File: config.mk
export PLATFORM = sky130hd
export DESIGN_NAME = rgb2y_coef_ctrl_flat
export DESIGN_NICKNAME = d
export VERILOG_FILES = /design/src/rtl/rgb2y_coef_ctrl_if.sv /design/src/rtl/rgb2y_coef_ctrl.sv /design/src/flat_wrapper.sv
export SDC_FILE = /design/constraint.sdc
export NUM_CORES = 1
export LEC_CHECK = 0
export CAP_MARGIN = 20
export CORE_MARGIN = 2
export CORE_UTILIZATION = 53
export CTS_CLUSTER_DIAMETER = 50
export CTS_CLUSTER_SIZE = 28
export DETAILED_ROUTE_END_ITERATION = 8
export GPL_TIMING_DRIVEN = 0
export PLACE_DENSITY = 0.87
export SYNTH_ARGS = -nofsm -noshare
export SYNTH_HDL_FRONTEND = slang
export SYNTH_SLANG_ARGS = --single-unit
File: constraint.sdc
create_clock -name clk -period 4.2 [get_ports clk]
set_clock_uncertainty 0.1 [all_clocks]
set_input_delay 0.84 -clock clk [delete_from_list [all_inputs] [get_ports clk]]
set_output_delay 0.84 -clock clk [all_outputs]
set_load 0.02 [all_outputs]
File: src/rtl/rgb2y_coef_ctrl_if.sv
// ---------------------------------------------------------------------------
// rgb2y_coef_ctrl_if
// Host-side request/acknowledge bundle of the RGB-to-luma coefficient
// controller.
//   cfg_req_i  : single-cycle request pulse (host -> ctrl)
//   cfg_sel_i  : 00 BT.601, 01 BT.709, 10 custom, 11 G-only
//   cfg_kr_i   : custom Kr, signed Q1.17 (used only when sel=10)
//   cfg_kb_i   : custom Kb, signed Q1.17 (used only when sel=10)
//   cfg_ack_o  : one-cycle completion pulse (ctrl -> host)
//   cfg_err_o  : 1 = request rejected, valid only with cfg_ack_o
//   busy_o     : request pending
// Modports: master = host side, slave = controller side.
// ---------------------------------------------------------------------------
interface rgb2y_coef_ctrl_if;
    logic        cfg_req_i;
    logic [1:0]  cfg_sel_i;
    logic [17:0] cfg_kr_i;
    logic [17:0] cfg_kb_i;
    logic        cfg_ack_o;
    logic        cfg_err_o;
    logic        busy_o;

    modport master (
        output cfg_req_i, cfg_sel_i, cfg_kr_i, cfg_kb_i,
        input  cfg_ack_o, cfg_err_o, busy_o
    );

    modport slave (
        input  cfg_req_i, cfg_sel_i, cfg_kr_i, cfg_kb_i,
        output cfg_ack_o, cfg_err_o, busy_o
    );
endinterface

File: src/rtl/rgb2y_coef_ctrl.sv
// ---------------------------------------------------------------------------
// rgb2y_coef_ctrl
// Owns the Kr/Kb coefficients (signed Q1.17) of the RGB-to-luma converter,
// Y = Kr(R-G) + Kb(B-G) + G. Host requests are validated and applied only on
// a rising edge of vs_i, so a frame is never converted with mixed
// coefficients.
//
// Ports:
//   clk          pixel clock
//   rst          asynchronous, active-high reset
//   cfg          request bundle (rgb2y_coef_ctrl_if.slave)
//   vs_i         vertical sync of the converter input stream, active high
//   kr_o, kb_o   coefficients driven to the converter
//   apply_cnt_o  number of applied configurations (wraps)
//   timeout_o    (only with RGB2Y_CFG_TIMEOUT_EN) pulses with a forced apply
//
// Optional feature macro: RGB2Y_CFG_TIMEOUT_EN
//   Defined   : WAIT_VS forces an apply after TIMEOUT_CYC cycles without vs.
//   Undefined : WAIT_VS waits indefinitely for a vs rising edge.
// ---------------------------------------------------------------------------
module rgb2y_coef_ctrl #(
    parameter int TIMEOUT_CYC = 2000000,
    parameter int CNT_W       = 16
) (
    input  logic                    clk,
    input  logic                    rst,
    rgb2y_coef_ctrl_if.slave        cfg,
    input  logic                    vs_i,
    output logic signed [17:0]      kr_o,
    output logic signed [17:0]      kb_o,
    output logic [CNT_W-1:0]        apply_cnt_o
`ifdef RGB2Y_CFG_TIMEOUT_EN
    ,output logic                   timeout_o
`endif
);

    localparam logic signed [17:0] KR_601 = 18'sd39191;
    localparam logic signed [17:0] KB_601 = 18'sd14942;
    localparam logic signed [17:0] KR_709 = 18'sd27866;
    localparam logic signed [17:0] KB_709 = 18'sd9463;
    localparam logic signed [18:0] SUM_MAX = 19'sd131072;  // 1.0 in Q1.17

    typedef enum logic [1:0] {S_IDLE, S_CHECK, S_WAIT_VS} state_t;

    state_t              r_state;
    logic                r_vs_d;
    logic [1:0]          r_sel;
    logic signed [17:0]  r_pend_kr;
    logic signed [17:0]  r_pend_kb;
    logic signed [18:0]  r_sum;
    logic signed [17:0]  r_kr;
    logic signed [17:0]  r_kb;
    logic [CNT_W-1:0]    r_cnt;
    logic                r_ack;
    logic                r_err;
    logic                r_busy;

    logic                w_vs_rise;
    logic                w_invalid;
    logic                w_apply;
    logic signed [17:0]  w_sel_kr;
    logic signed [17:0]  w_sel_kb;

    assign w_vs_rise = vs_i & ~r_vs_d;

    // Only custom coefficients can be rejected; table entries are always legal.
    assign w_invalid = (r_sel == 2'b10) &&
                       (r_pend_kr[17] || r_pend_kb[17] || (r_sum > SUM_MAX));

    // Table lookup happens at request time so the pending registers always
    // hold the exact values to be applied.
    always_comb begin
        w_sel_kr = KR_601;
        w_sel_kb = KB_601;
        case (cfg.cfg_sel_i)
            2'b00: begin w_sel_kr = KR_601;        w_sel_kb = KB_601;        end
            2'b01: begin w_sel_kr = KR_709;        w_sel_kb = KB_709;        end
            2'b10: begin w_sel_kr = cfg.cfg_kr_i;  w_sel_kb = cfg.cfg_kb_i;  end
            default: begin w_sel_kr = '0;          w_sel_kb = '0;            end
        endcase
    end

`ifdef RGB2Y_CFG_TIMEOUT_EN
    localparam int TO_W = (TIMEOUT_CYC > 2) ? $clog2(TIMEOUT_CYC) : 1;
    logic [TO_W-1:0] r_to_cnt;
    logic            r_timeout;
    logic            w_to_hit;

    assign w_to_hit  = (r_to_cnt == TO_W'(TIMEOUT_CYC - 1));
    assign w_apply   = w_vs_rise | w_to_hit;
    assign timeout_o = r_timeout;
`else
    assign w_apply   = w_vs_rise;
`endif

    always_ff @(posedge clk or posedge rst) begin
        if (rst) begin
            r_state   <= S_IDLE;
            r_vs_d    <= 1'b1;      // no false edge if vs_i is high at release
            r_sel     <= 2'b00;
            r_pend_kr <= '0;
            r_pend_kb <= '0;
            r_sum     <= '0;
            r_kr      <= KR_601;
            r_kb      <= KB_601;
            r_cnt     <= '0;
            r_ack     <= 1'b0;
            r_err     <= 1'b0;
            r_busy    <= 1'b0;
`ifdef RGB2Y_CFG_TIMEOUT_EN
            r_to_cnt  <= '0;
            r_timeout <= 1'b0;
`endif
        end else begin
            r_vs_d <= vs_i;
            r_ack  <= 1'b0;
            r_err  <= 1'b0;
`ifdef RGB2Y_CFG_TIMEOUT_EN
            r_timeout <= 1'b0;
`endif
            case (r_state)
                S_IDLE: begin
                    // A request coinciding with an ack pulse is dropped.
                    if (cfg.cfg_req_i && !r_ack) begin
                        r_sel     <= cfg.cfg_sel_i;
                        r_pend_kr <= w_sel_kr;
                        r_pend_kb <= w_sel_kb;
                        r_sum     <= {cfg.cfg_kr_i[17], cfg.cfg_kr_i} +
                                     {cfg.cfg_kb_i[17], cfg.cfg_kb_i};
                        r_busy    <= 1'b1;
                        r_state   <= S_CHECK;
                    end
                end
                S_CHECK: begin
                    // vs_rise here is deliberately ignored: apply waits for
                    // the next frame.
                    if (w_invalid) begin
                        r_ack   <= 1'b1;
                        r_err   <= 1'b1;
                        r_busy  <= 1'b0;
                        r_state <= S_IDLE;
                    end else begin
`ifdef RGB2Y_CFG_TIMEOUT_EN
                        r_to_cnt <= '0;
`endif
                        r_state <= S_WAIT_VS;
                    end
                end
                S_WAIT_VS: begin
                    if (w_apply) begin
                        r_kr    <= r_pend_kr;
                        r_kb    <= r_pend_kb;
                        r_cnt   <= r_cnt + 1'b1;
                        r_ack   <= 1'b1;
                        r_busy  <= 1'b0;
                        r_state <= S_IDLE;
`ifdef RGB2Y_CFG_TIMEOUT_EN
                        r_timeout <= ~w_vs_rise;
`endif
                    end
`ifdef RGB2Y_CFG_TIMEOUT_EN
                    else begin
                        r_to_cnt <= r_to_cnt + 1'b1;
                    end
`endif
                end
                default: r_state <= S_IDLE;
            endcase
        end
    end

    assign kr_o          = r_kr;
    assign kb_o          = r_kb;
    assign apply_cnt_o   = r_cnt;
    assign cfg.cfg_ack_o = r_ack;
    assign cfg.cfg_err_o = r_err;
    assign cfg.busy_o    = r_busy;

endmodule

File: src/flat_wrapper.sv
// flat-port wrapper written by rule: the top's interface ports become plain ports
module rgb2y_coef_ctrl_flat 
#(
    parameter int TIMEOUT_CYC = 2000000,
    parameter int CNT_W       = 16
)
  (clk, rst, vs_i, kr_o, kb_o, apply_cnt_o, cfg_cfg_req_i, cfg_cfg_sel_i, cfg_cfg_kr_i, cfg_cfg_kb_i, cfg_cfg_ack_o, cfg_cfg_err_o, cfg_busy_o);
  rgb2y_coef_ctrl_if cfg_i ();
  input  logic clk;
  input  logic rst;
  input  logic vs_i;
  output logic signed [17:0] kr_o;
  output logic signed [17:0] kb_o;
  output logic [CNT_W-1:0] apply_cnt_o;
  input wire logic [$bits(cfg_i.cfg_req_i)-1:0] cfg_cfg_req_i;
  input wire logic [$bits(cfg_i.cfg_sel_i)-1:0] cfg_cfg_sel_i;
  input wire logic [$bits(cfg_i.cfg_kr_i)-1:0] cfg_cfg_kr_i;
  input wire logic [$bits(cfg_i.cfg_kb_i)-1:0] cfg_cfg_kb_i;
  output wire logic [$bits(cfg_i.cfg_ack_o)-1:0] cfg_cfg_ack_o;
  output wire logic [$bits(cfg_i.cfg_err_o)-1:0] cfg_cfg_err_o;
  output wire logic [$bits(cfg_i.busy_o)-1:0] cfg_busy_o;
  assign cfg_i.cfg_req_i = cfg_cfg_req_i;
  assign cfg_i.cfg_sel_i = cfg_cfg_sel_i;
  assign cfg_i.cfg_kr_i = cfg_cfg_kr_i;
  assign cfg_i.cfg_kb_i = cfg_cfg_kb_i;
  assign cfg_cfg_ack_o = cfg_i.cfg_ack_o;
  assign cfg_cfg_err_o = cfg_i.cfg_err_o;
  assign cfg_busy_o = cfg_i.busy_o;
  rgb2y_coef_ctrl #(.TIMEOUT_CYC(TIMEOUT_CYC), .CNT_W(CNT_W)) u_core (.clk(clk), .rst(rst), .cfg(cfg_i), .vs_i(vs_i), .kr_o(kr_o), .kb_o(kb_o), .apply_cnt_o(apply_cnt_o));
endmodule
==> impl_metrics.csv <==
group,metric,value,unit
flow_run,cap_violations,0,
die,coreArea,0.0104,mm^2
synthesis,ys.flop_type,"dfrtp_1",
cells_and_area,areaGrowthSynthToFinish,31.8,%
placed_design,place.gp.congestion,0.971,
global_route,grt_overflow_total,0,
route,routed_wl,16000,um
synthesis,synth_warnings,0,
synthesis,synth_edf_count,0,
setup_path,crit_fanout,5,
power_and_ir_drop,leakagePower,0.00343,uW
synthesis,ys_types,50,
cts,postCtsResizedCells,0,
setup_path,critical_path_class,"in -> reg",
synthesis,async_flop_share,100,%
global_route,grt_first_pass_wirelength,25500,um
cts,holdBufCountCts,0,
sta,setup_violations,0,
cells_and_area,layout-drive-gt1-share,8.01,%
cts,post-cts-setup-buffers,0,
sta,rsz0062_at_grt,"false",
placed_design,dp.cells,853,
cts,clock_sinks,115,
setup_path,critPathCaptureType,"register",
die,die_x,107,um
synthesis,syn-num-nets,686,
route,drt_iter0_drc,560,
cells_and_area,num-fill-cells,707,
synthesis,synth_area,0.00566,mm^2
route,ant_nets,0,
sta,tightest_slew,0.653,ns
synthesis,synth_largest_area_cell,"dfrtp_1",
die,rows,37,
power_and_ir_drop,p_per_area,657,mW/mm^2
cells_and_area,fin_cells,885,
global_route,antenna_found_initial,0,
cts,clk_pin_slew,0.06,ns
sta,fin_crit_sh,72.5,%
run_status,status,"complete, no violations",
synthesis,post-synth-top-count-cell,"nand2_1",
power_and_ir_drop,ir_worst_vdd,0.340,mV
route,drc,0,
sta,hold_viol,0,
route,wl_per_cell,18.1,um
setup_path,critPathRequiredTime,4.51,ns
setup_path,crit_path_start_kind,"input port",
placed_design,portBuffers,96,
cts,clockBufferDepth,2,
sta,maxSlewViolCount,0,
sta,whs,0.359,ns
cts,cts_inserted_buffers,17,
global_route,grt_usage,29.0,%
route,drt_first_pass_iters,5,
synthesis,synthTopCellsByCount,"203 x nand2_1, 97 x dfrtp_1, 28 x clkbuf_1",
cells_and_area,nets,802,
synthesis,synth.avg_cell_area,9.13,um^2
placed_design,hpwl,11200,um
cts,clk_latency,0.53,ns
power_and_ir_drop,finalPower,4900,uW
setup_path,critPathArrivalTime,3.35,ns
global_route,grt_max_degree,80,
synthesis,synth_area_leaders,"dfrtp_1 43%, nand2_1 13%, dfstp_2 8.4%, ha_1 5.1%, xnor2_1 2.5%",
sta,fin_crit,3.05,ns
cells_and_area,post-route-util,71.9,%
hold_path,hold_class,"reg -> reg",
cts,htreeDepth,4,
die,num_io_pins,97,
die,dieArea,0.0115,mm^2
cells_and_area,multi_input_area,0.00259,mm^2
sta,fmax,328,MHz
route,viasPerCell,5.72,
sta,tns,0,ns
cells_and_area,regArea,0.00290,mm^2
synthesis,ys_ff_latch,115,
die,start_util,54.6,%
cells_and_area,num_antenna_cells,0,
cts,tritoncts,"done",
route,vias,5061,
global_route,grt_pass1_vias,5105,
synthesis,syn-instance-count,620,
synthesis,ys_seq_area_share,51.2,%
synthesis,synth_top_area_share,42.9,%
sta,slew_headroom,56.4,%
die,fp.dieH,107,um
cts,cts_root_buf,"clkbuf_8",
## metal layers
layer	routed length (um)	global-route usage [%]	part of all wire (%)
met5	0	0	0
met4	543	12.6	3.4
met3	1180	6.60	7.4
met2	8040	48.6	50
met1	6250	36.1	39
## area by class of cell
type	instances	area share (%)
Tap cell	136	2.28
Multi-Input combinational cell	460	34.7
Clock inverter	8	1.98
Clock buffer	24	6.57
Buffer	32	1.61
Inverter	13	0.688
Sequential cell	115	38.9
Timing Repair Buffer	97	13.2
## cells in the final DEF (no fill, tap or decap), drive strengths merged, types with 3 or more instances in the layout
cell type and count:
or2 3, buf 5, o21ai 31, bufinv 4, nor3 4, and3 3
xnor2 16, ha 23, dfstp 18, a21oi 23, a221oi 3, nand2b 10
nor2 23, nor4 6, dfrtp 97, inv 13, a21o 9, nand3 15
xor2 11, nand4 11, clkinv 4, clkdlybuf4s50 96, mux2i 4, clkbuf 52
o21a 4, a31oi 7, nor2b 13, o31ai 13, nand2 203, o211ai 3
## where the power goes
part	leakage [uW]	switching (uW)	internal [uW]
clock	0.000315	502	1040
sequential	0.00143	270	1560
combinational	0.00169	893	628
## final timing paths
check,start,end,slack (ns),cells after the start
min,u_core.kb_o[9]$_DFFE_PP1P_,u_core.kb_o[9]$_DFFE_PP1P_,0.36,2
max,cfg_cfg_kr_i[0],u_core.r_sum[14]$_DFFE_PP0P_,1.15,10
max reg2reg,u_core.r_state[0]$_DFFE_PP0P_,u_core.r_pend_kb[14]$_DFFE_PP0P_,1.68,9
max in group asynchronous,rst,u_core.r_vs_d$_DFF_PP1_,2.62,3
min in group asynchronous,rst,u_core.kb_o[0]$_DFFE_PP0P_,0.61,2
min reg2reg,u_core.kb_o[9]$_DFFE_PP1P_,u_core.kb_o[9]$_DFFE_PP1P_,0.36,2
## worst max-delay path: stages
cell and delay, ns:
clkdlybuf4s50_1 0.56, ha_1 0.19, inv_1 0.05, fa_1 0.40, nor2b_1 0.25, o2111ai_2 0.19
a21boi_2 0.29, a221oi_4 0.14, mux2i_1 0.15, a211o_1 0.27
## cells by family (layout without fill, tap and decap cells)
group                      Yosys count  after routing  synth area share, %
and+or+nand+nor                    299            299                 23.0
DFF                                115            115                 51.2
AOI/OAI and AO/OA                  106            106                 12.4
buffers and inverters               45            174                 2.98
xor gates and xnor gates            27             27                 4.18
adders and majority gates           24             24                 5.44
muxes                                4              4                0.707
## through the flow
step           cell area [um^2]  setup slack, ns
2_1_floorplan              5660            0.246
3_3_place_gp               6790            -1.12
3_5_place_dp               6820            0.709
4_1_cts                    7460             1.21
5_1_grt                    7460             1.14
6_report                   7460             1.15
## state kept, by name, summed over array words and instances (netlist names), 2 cells and up
| register | cells |
|---|---|
| u_core.apply_cnt_o | 16 |
| u_core.kb_o | 18 |
| u_core.kr_o | 18 |
| u_core.r_pend_kb | 18 |
| u_core.r_pend_kr | 18 |
| u_core.r_sel | 2 |
| u_core.r_state | 2 |
| u_core.r_sum | 19 |
(Power assumes the default switching activity.)
